**src/rtl/sprite_pkg.sv**
```systemverilog
// Shared types and helpers for the sprite layer renderer.
// Holds the built-in sprite image, which the ROM decodes from a flat address.
package sprite_pkg;

  typedef struct packed {
    logic [3:0] r;
    logic [3:0] g;
    logic [3:0] b;
  } rgb12_t;

  localparam int PIPE_LAT = 3;
  localparam int PAL_SIZE = 16;

  // Bit width for a count of n items, never narrower than one bit.
  function automatic int clog2_safe(input int n);
    return (n <= 2) ? 1 : $clog2(n);
  endfunction

  // Built-in sprite image: 4-bit palette index for source texel (u, v) of a frame.
  function automatic logic [3:0] sprite_texel(input int unsigned frame,
                                              input int unsigned u,
                                              input int unsigned v);
    int unsigned t;
    t = u + 1 + 7 * (u >> 4) + 3 * v + 5 * frame;
    return 4'(t);
  endfunction

endpackage

```
**src/rtl/sprite_rom.sv**
```systemverilog
// Sprite index ROM with the address registered on vga_clk; q is valid one cycle later.
// An empty INIT_FILE gives a blank image.
module sprite_rom
  import sprite_pkg::*;
#(
  parameter int    DEPTH     = 4096,
  parameter int    ADDR_W    = 12,
  parameter int    IMG_W     = 32,
  parameter int    IMG_H     = 32,
  parameter string INIT_FILE = "sprite.txt"
) (
  input  logic              vga_clk,
  input  logic [ADDR_W-1:0] addr,
  output logic [3:0]        q
);

  logic [ADDR_W-1:0] addr_q;
  int unsigned       a;

  always_ff @(posedge vga_clk) begin
    addr_q <= addr;
  end

  // Decode frame / row / column back out of the flat address.
  always_comb begin
    a = 32'(addr_q);
    q = '0;
    if (INIT_FILE != "" && a < DEPTH) begin
      q = sprite_texel(a / (IMG_W * IMG_H), a % IMG_W, (a / IMG_W) % IMG_H);
    end
  end

endmodule

```
**src/rtl/sprite_layer_renderer.sv**
```systemverilog
// Scaled, flippable, animated sprite layer: RGB + opaque, fixed 3-cycle latency,
// one pixel per cycle with no stalls; also owns the palette and frame controller.
module sprite_layer_renderer
  import sprite_pkg::*;
#(
  parameter int    IMG_W      = 32,
  parameter int    IMG_H      = 32,
  parameter int    FRAMES     = 4,
  parameter int    SCALE_LOG2 = 1,
  parameter int    TRANSP_IDX = 0,
  parameter int    FRAME_DIV  = 8,
  parameter string INIT_FILE  = "sprite.txt",
  localparam int   FW         = clog2_safe(FRAMES)
) (
  input  logic          vga_clk,
  input  logic          reset,
  input  logic [9:0]    DrawX,
  input  logic [9:0]    DrawY,
  input  logic          blank,
  input  logic          frame_start,
  input  logic [9:0]    pos_x,
  input  logic [9:0]    pos_y,
  input  logic          anim_en,
  input  logic [FW-1:0] frame_sel,
  input  logic          flip_h,
  input  logic          flip_v,
  input  logic          pal_we,
  input  logic [3:0]    pal_idx,
  input  logic [11:0]   pal_data,
  output logic [3:0]    red,
  output logic [3:0]    green,
  output logic [3:0]    blue,
  output logic          opaque,
  output logic [FW-1:0] cur_frame
);

  localparam int UW     = clog2_safe(IMG_W);
  localparam int VW     = clog2_safe(IMG_H);
  localparam int DIVW   = clog2_safe(FRAME_DIV);
  localparam int DEPTH  = FRAMES * IMG_W * IMG_H;
  localparam int ADDR_W = clog2_safe(DEPTH);
  localparam logic [10:0] SPAN_W = 11'(IMG_W << SCALE_LOG2);
  localparam logic [10:0] SPAN_H = 11'(IMG_H << SCALE_LOG2);

  // S0: screen position relative to the sprite origin.
  logic [10:0]   dx, dy;
  logic          hit_c;
  logic [UW-1:0] u_c;
  logic [VW-1:0] v_c;

  always_comb begin
    dx    = {1'b0, DrawX} - {1'b0, pos_x};
    dy    = {1'b0, DrawY} - {1'b0, pos_y};
    hit_c = !dx[10] && !dy[10] && (dx < SPAN_W) && (dy < SPAN_H);
    u_c   = UW'(dx >> SCALE_LOG2);
    v_c   = VW'(dy >> SCALE_LOG2);
    if (flip_h) u_c = UW'(IMG_W - 1) - u_c;
    if (flip_v) v_c = VW'(IMG_H - 1) - v_c;
  end

  logic          s0_hit, s0_blank;
  logic [UW-1:0] s0_u;
  logic [VW-1:0] s0_v;

  always_ff @(posedge vga_clk or posedge reset) begin
    if (reset) begin
      s0_hit   <= 1'b0;
      s0_blank <= 1'b0;
      s0_u     <= '0;
      s0_v     <= '0;
    end else begin
      s0_hit   <= hit_c;
      s0_blank <= blank;
      s0_u     <= u_c;
      s0_v     <= v_c;
    end
  end

  // S1: ROM address; the ROM registers it, so hit/blank are delayed to match.
  logic [ADDR_W-1:0] rom_addr;
  logic [3:0]        rom_q;
  logic              s1_hit, s1_blank;

  always_comb begin
    rom_addr = ADDR_W'(cur_frame) * ADDR_W'(IMG_W * IMG_H)
             + ADDR_W'(s0_v) * ADDR_W'(IMG_W)
             + ADDR_W'(s0_u);
  end

  always_ff @(posedge vga_clk or posedge reset) begin
    if (reset) begin
      s1_hit   <= 1'b0;
      s1_blank <= 1'b0;
    end else begin
      s1_hit   <= s0_hit;
      s1_blank <= s0_blank;
    end
  end

  sprite_rom #(
    .DEPTH     (DEPTH),
    .ADDR_W    (ADDR_W),
    .IMG_W     (IMG_W),
    .IMG_H     (IMG_H),
    .INIT_FILE (INIT_FILE)
  ) u_rom (
    .vga_clk (vga_clk),
    .addr    (rom_addr),
    .q       (rom_q)
  );

  // Palette: written on the edge, read combinationally, so a same-cycle read sees the old entry.
  rgb12_t pal [PAL_SIZE];

  always_ff @(posedge vga_clk or posedge reset) begin
    if (reset) begin
      for (int i = 0; i < PAL_SIZE; i++) pal[i] <= '0;
    end else if (pal_we) begin
      pal[pal_idx] <= rgb12_t'(pal_data);
    end
  end

  // S2: colour lookup into the output registers.
  rgb12_t pix_q;

  always_ff @(posedge vga_clk or posedge reset) begin
    if (reset) begin
      pix_q  <= '0;
      opaque <= 1'b0;
    end else if (s1_blank && s1_hit && rom_q != 4'(TRANSP_IDX)) begin
      pix_q  <= pal[rom_q];
      opaque <= 1'b1;
    end else begin
      pix_q  <= '0;
      opaque <= 1'b0;
    end
  end

  assign red   = pix_q.r;
  assign green = pix_q.g;
  assign blue  = pix_q.b;

  // Frame controller: cur_frame only moves on frame_start so a frame never tears.
  logic [DIVW-1:0] div_cnt;
  logic [FW-1:0]   anim_frame;
  logic [FW-1:0]   anim_next;
  logic            div_wrap;

  always_comb begin
    div_wrap  = (div_cnt == DIVW'(FRAME_DIV - 1));
    anim_next = anim_frame;
    if (div_wrap) begin
      anim_next = (anim_frame == FW'(FRAMES - 1)) ? '0 : anim_frame + 1'b1;
    end
  end

  always_ff @(posedge vga_clk or posedge reset) begin
    if (reset) begin
      div_cnt    <= '0;
      anim_frame <= '0;
      cur_frame  <= '0;
    end else if (frame_start) begin
      if (anim_en) begin
        div_cnt    <= div_wrap ? '0 : div_cnt + 1'b1;
        anim_frame <= anim_next;
        cur_frame  <= anim_next;
      end else begin
        div_cnt   <= '0;
        cur_frame <= (int'(frame_sel) > FRAMES - 1) ? FW'(FRAMES - 1) : frame_sel;
      end
    end
  end

endmodule

```
**config.mk**
```make
export PLATFORM = sky130hd
export DESIGN_NAME = sprite_layer_renderer
export DESIGN_NICKNAME = d
export VERILOG_FILES = /design/src/rtl/sprite_pkg.sv /design/src/rtl/sprite_rom.sv /design/src/rtl/sprite_layer_renderer.sv
export SDC_FILE = /design/constraint.sdc
export NUM_CORES = 1
export LEC_CHECK = 0
export ABC_AREA = 1
export BUFFER_PORTS_ARGS = -buffer_cell sky130_fd_sc_hd__buf_2
export CORE_AREA = 2 2 150 152
export CTS_CLUSTER_DIAMETER = 50
export DETAILED_ROUTE_END_ITERATION = 6
export DIE_AREA = 0 0 152 154
export PLACE_DENSITY = 0.81
export SYNTH_ARGS = -nofsm -noshare
export SYNTH_HDL_FRONTEND = slang
export SYNTH_SLANG_ARGS = --single-unit
```
**constraint.sdc**
```tcl
create_clock -name vga_clk -period 8.27 [get_ports vga_clk]
set_clock_uncertainty 0.15 [all_clocks]
set_input_delay 1.2405 -clock vga_clk [delete_from_list [all_inputs] [get_ports vga_clk]]
set_output_delay 1.2405 -clock vga_clk [all_outputs]
set_load 0.02 [all_outputs]
```
==> impl_metrics.env <==
export IMPL_cp_max_fo=26
export IMPL_status="finished clean"
export IMPL_htree_levels=1
export IMPL_maxCapViolCount=0
export IMPL_nets=1584
export IMPL_synth_area_leaders="dfrtp_1 48%, nand2_1 13%, o21ai_0 10%"
export IMPL_required_ns=8.52
export IMPL_numCtsBuffers=29
export IMPL_first_pass_iters=7
export IMPL_dp_cells=1732
export IMPL_regToRegSetupSlack_ns=4.17
export IMPL_cp_arrival_ns=4.36
export IMPL_slew_headroom_pct=22.3
export IMPL_synth_top_area_share_pct=47.6
export IMPL_postCtsSetupBuffers=0
export IMPL_track_usage_pct=24.4
export IMPL_drc_errors=0
export IMPL_dr_first_iter_drc_count=790
export IMPL_ys_types=32
export IMPL_grt_pass1_vias=9433
export IMPL_synth_edf_count=0
export IMPL_ys_seq_area_share_pct=49.5
export IMPL_core_area_um2=21700
export IMPL_syn_to_final_growth_pct=12.1
export IMPL_final_util_pct=61.1
export IMPL_power_frac_seq_pct=25.3
export IMPL_cellPowerDensity_nw_per_um2=445
export IMPL_overflow=0
export IMPL_cts_root_buf="clkbuf_16"
export IMPL_clk_insertion_delay_late_ns=0.53
export IMPL_hold_class="flip-flop to flip-flop"
export IMPL_p_total_mw=5.90
export IMPL_p_sw_mw=2.67
export IMPL_io_pins=81
export IMPL_grt_max_degree=115
export IMPL_tns_ns=0
export IMPL_cts_tree="done"
export IMPL_yosys_warnings=0
export IMPL_finalSetupViolations=0
export IMPL_cts_hold_buf=0
export IMPL_worst_pin_slew_ns=1.16
export IMPL_drive_gt1_share_pct=11.4
export IMPL_place_ws_ns=4.29
export IMPL_worst_slack_ns=4.17
export IMPL_yosysMostFrequentCell="nand2_1"
export IMPL_rsz0062_at_grt="false"
export IMPL_yosys_area_top_type="dfrtp_1"
export IMPL_min_path_cells=0
export IMPL_synth_top_flop_cell="dfrtp_1"
export IMPL_max_clock_path_buffers=3
export IMPL_clkSinkCount=236
export IMPL_reg2reg_to="blue[1]"
export IMPL_ir_drop_mv=0.495
export IMPL_start_kind="flip-flop"
export IMPL_clkPwrFrac_pct=22.0
export IMPL_period_minus_slack_ns=4.10
export IMPL_syn_inst=1450
export IMPL_row_count=54
export IMPL_routed_via_count=9852
export IMPL_min_to="u_rom.addr_q[1]"
export IMPL_die_area_um2=23400
export IMPL_p_leak_nw=6.69
export IMPL_hold_ws_ns=0.189
export IMPL_min_from="s0_u[1]"
export IMPL_ctsResizeCount=0
export IMPL_die_h_um=154
export IMPL_dp_hpwl_um=17500
export IMPL_wl_per_cell_um=16.0
export IMPL_netSwitchingFraction_pct=45.2
export IMPL_syn_area_per_cell_um2=8.16
export IMPL_final_design_area_no_fill_um2=13300
export IMPL_drt_total_wl_um=28600
export IMPL_ys_async_sr_fraction_pct=95.3
export IMPL_syn_cell_area_um2=11800
export IMPL_place_area_um2=12300
export IMPL_slew_violations=0
export IMPL_r2r_start="u_rom.addr_q[4]"
export IMPL_max_freq_mhz=244
export IMPL_synth_common_cells="424 x nand2_1, 242 x o21ai_0, 225 x dfrtp_1"
export IMPL_worst_r2r_path_depth=13
export IMPL_synth_nets=1551
export IMPL_power_internal_mw=3.24
export IMPL_io_buffers=80
export IMPL_clkTransAtPathRegs_ns=0.06
export IMPL_die_x_um=152
export IMPL_grt_pass1_wl_um=46900
export IMPL_fin_cells=1787
export IMPL_gp_congestion=0.881
export IMPL_ys_seq_elements=236
export IMPL_path_class="flip-flop to flip-flop"
export IMPL_vias_per_cell=5.51
export IMPL_endpoint_kind="flip-flop"
export IMPL_initial_core_util_pct=54.6
export IMPL_ant_nets=0
export IMPL_min_period_over_period_pct=49.6
export IMPL_antenna_found_initial=1
export IMPL_combinationalPowerShare_pct=52.7
export IMPL_hold_viol_final=0
==> flip-flops by register name, indices dropped and copies added (netlist names) <==
signal / count
red: 4
opaque: 1
s0_u: 5
s0_v: 4
s0_hit: 1
s1_hit: 1
s1_blank: 1
anim_frame: 2
div_cnt: 3
blue: 4
s0_blank: 1
pal: 192
cur_frame: 2
u_rom.addr_q: 11
green: 4
==> cell type report <==
cell class,count,area (um2)
Antenna cell,1,2.50
Clock buffer,38,790
Clock inverter,16,214
Fill cell,1794,8430
Inverter,169,642
Multi-Input combinational cell,959,4950
Sequential cell,236,5850
Tap cell,280,350
Timing Repair Buffer,88,460
==> worst max path at each step <==
stage	startpoint	end	slack [ns]	cells past startpoint
after CTS	u_rom.addr_q[4]	blue[1]	4.18	13
after global routing	u_rom.addr_q[4]	blue[1]	4.01	13
after detailed placement	u_rom.addr_q[4]	red[1]	4.29	13
after floorplan	reset	anim_frame[0]	0.72	1
after global placement	u_rom.addr_q[4]	blue[3]	4.37	13
final	u_rom.addr_q[4]	blue[1]	4.17	13
==> cell families after synthesis <==
family / Yosys count / share of synthesized area [%]
flip-flops: 236 / 49.5
buffers and inverters: 255 / 8.87
AO/OA/AOI/OAI: 338 / 15.5
XOR/XNOR: 23 / 1.70
adder cells (fa/ha/maj): 35 / 4.21
multiplexers: 24 / 2.28
AND/OR/NAND/NOR: 539 / 18.0
==> critical path: stages (launching register included) <==
cell and delay, ns:
dfxtp_1 0.35, fa_1 0.55, inv_1 0.06, fa_1 0.50, fa_1 0.54, inv_1 0.04
ha_1 0.28, buf_4 0.25, inv_1 0.72, nand2_1 0.14, nand2_1 0.10, nand3_1 0.10
nand2_1 0.13, nor2_1 0.05
==> cells in the final DEF, fill, tap and decap left out, types with 6 or more instances in the layout <==
cell type,n
buf_4,8
mux2_2,24
nand2_1,424
nor2_1,60
o21ai_0,242
o211ai_1,49
dfrtp_1,225
buf_2,80
clkbuf_16,29
ha_1,26
nand3_1,39
dfxtp_1,11
xor2_1,11
inv_1,168
clkbuf_1,6
xnor2_1,12
a21oi_1,38
fa_1,7
==> power by group through the flow <==
stage	Sequential [mW]	Clock [mW]	Combinational (mW)
after floorplan	1.48	0	2.49
after global routing	1.52	1.37	3.54
after CTS	1.49	1.32	3.07
final	1.49	1.30	3.11
after global placement	1.50	0	2.92
after detailed placement	1.51	0	3.00
==> routing by layer <==
metal	routed length, um	global-route usage (%)	part of all wire [%]
met2	13600	40.7	48
met1	11900	32.9	41
met3	2360	3.92	8.2
met5	0	0	0
met4	761	8.01	2.7
No activity file was read; power rests on OpenSTA's default activity.
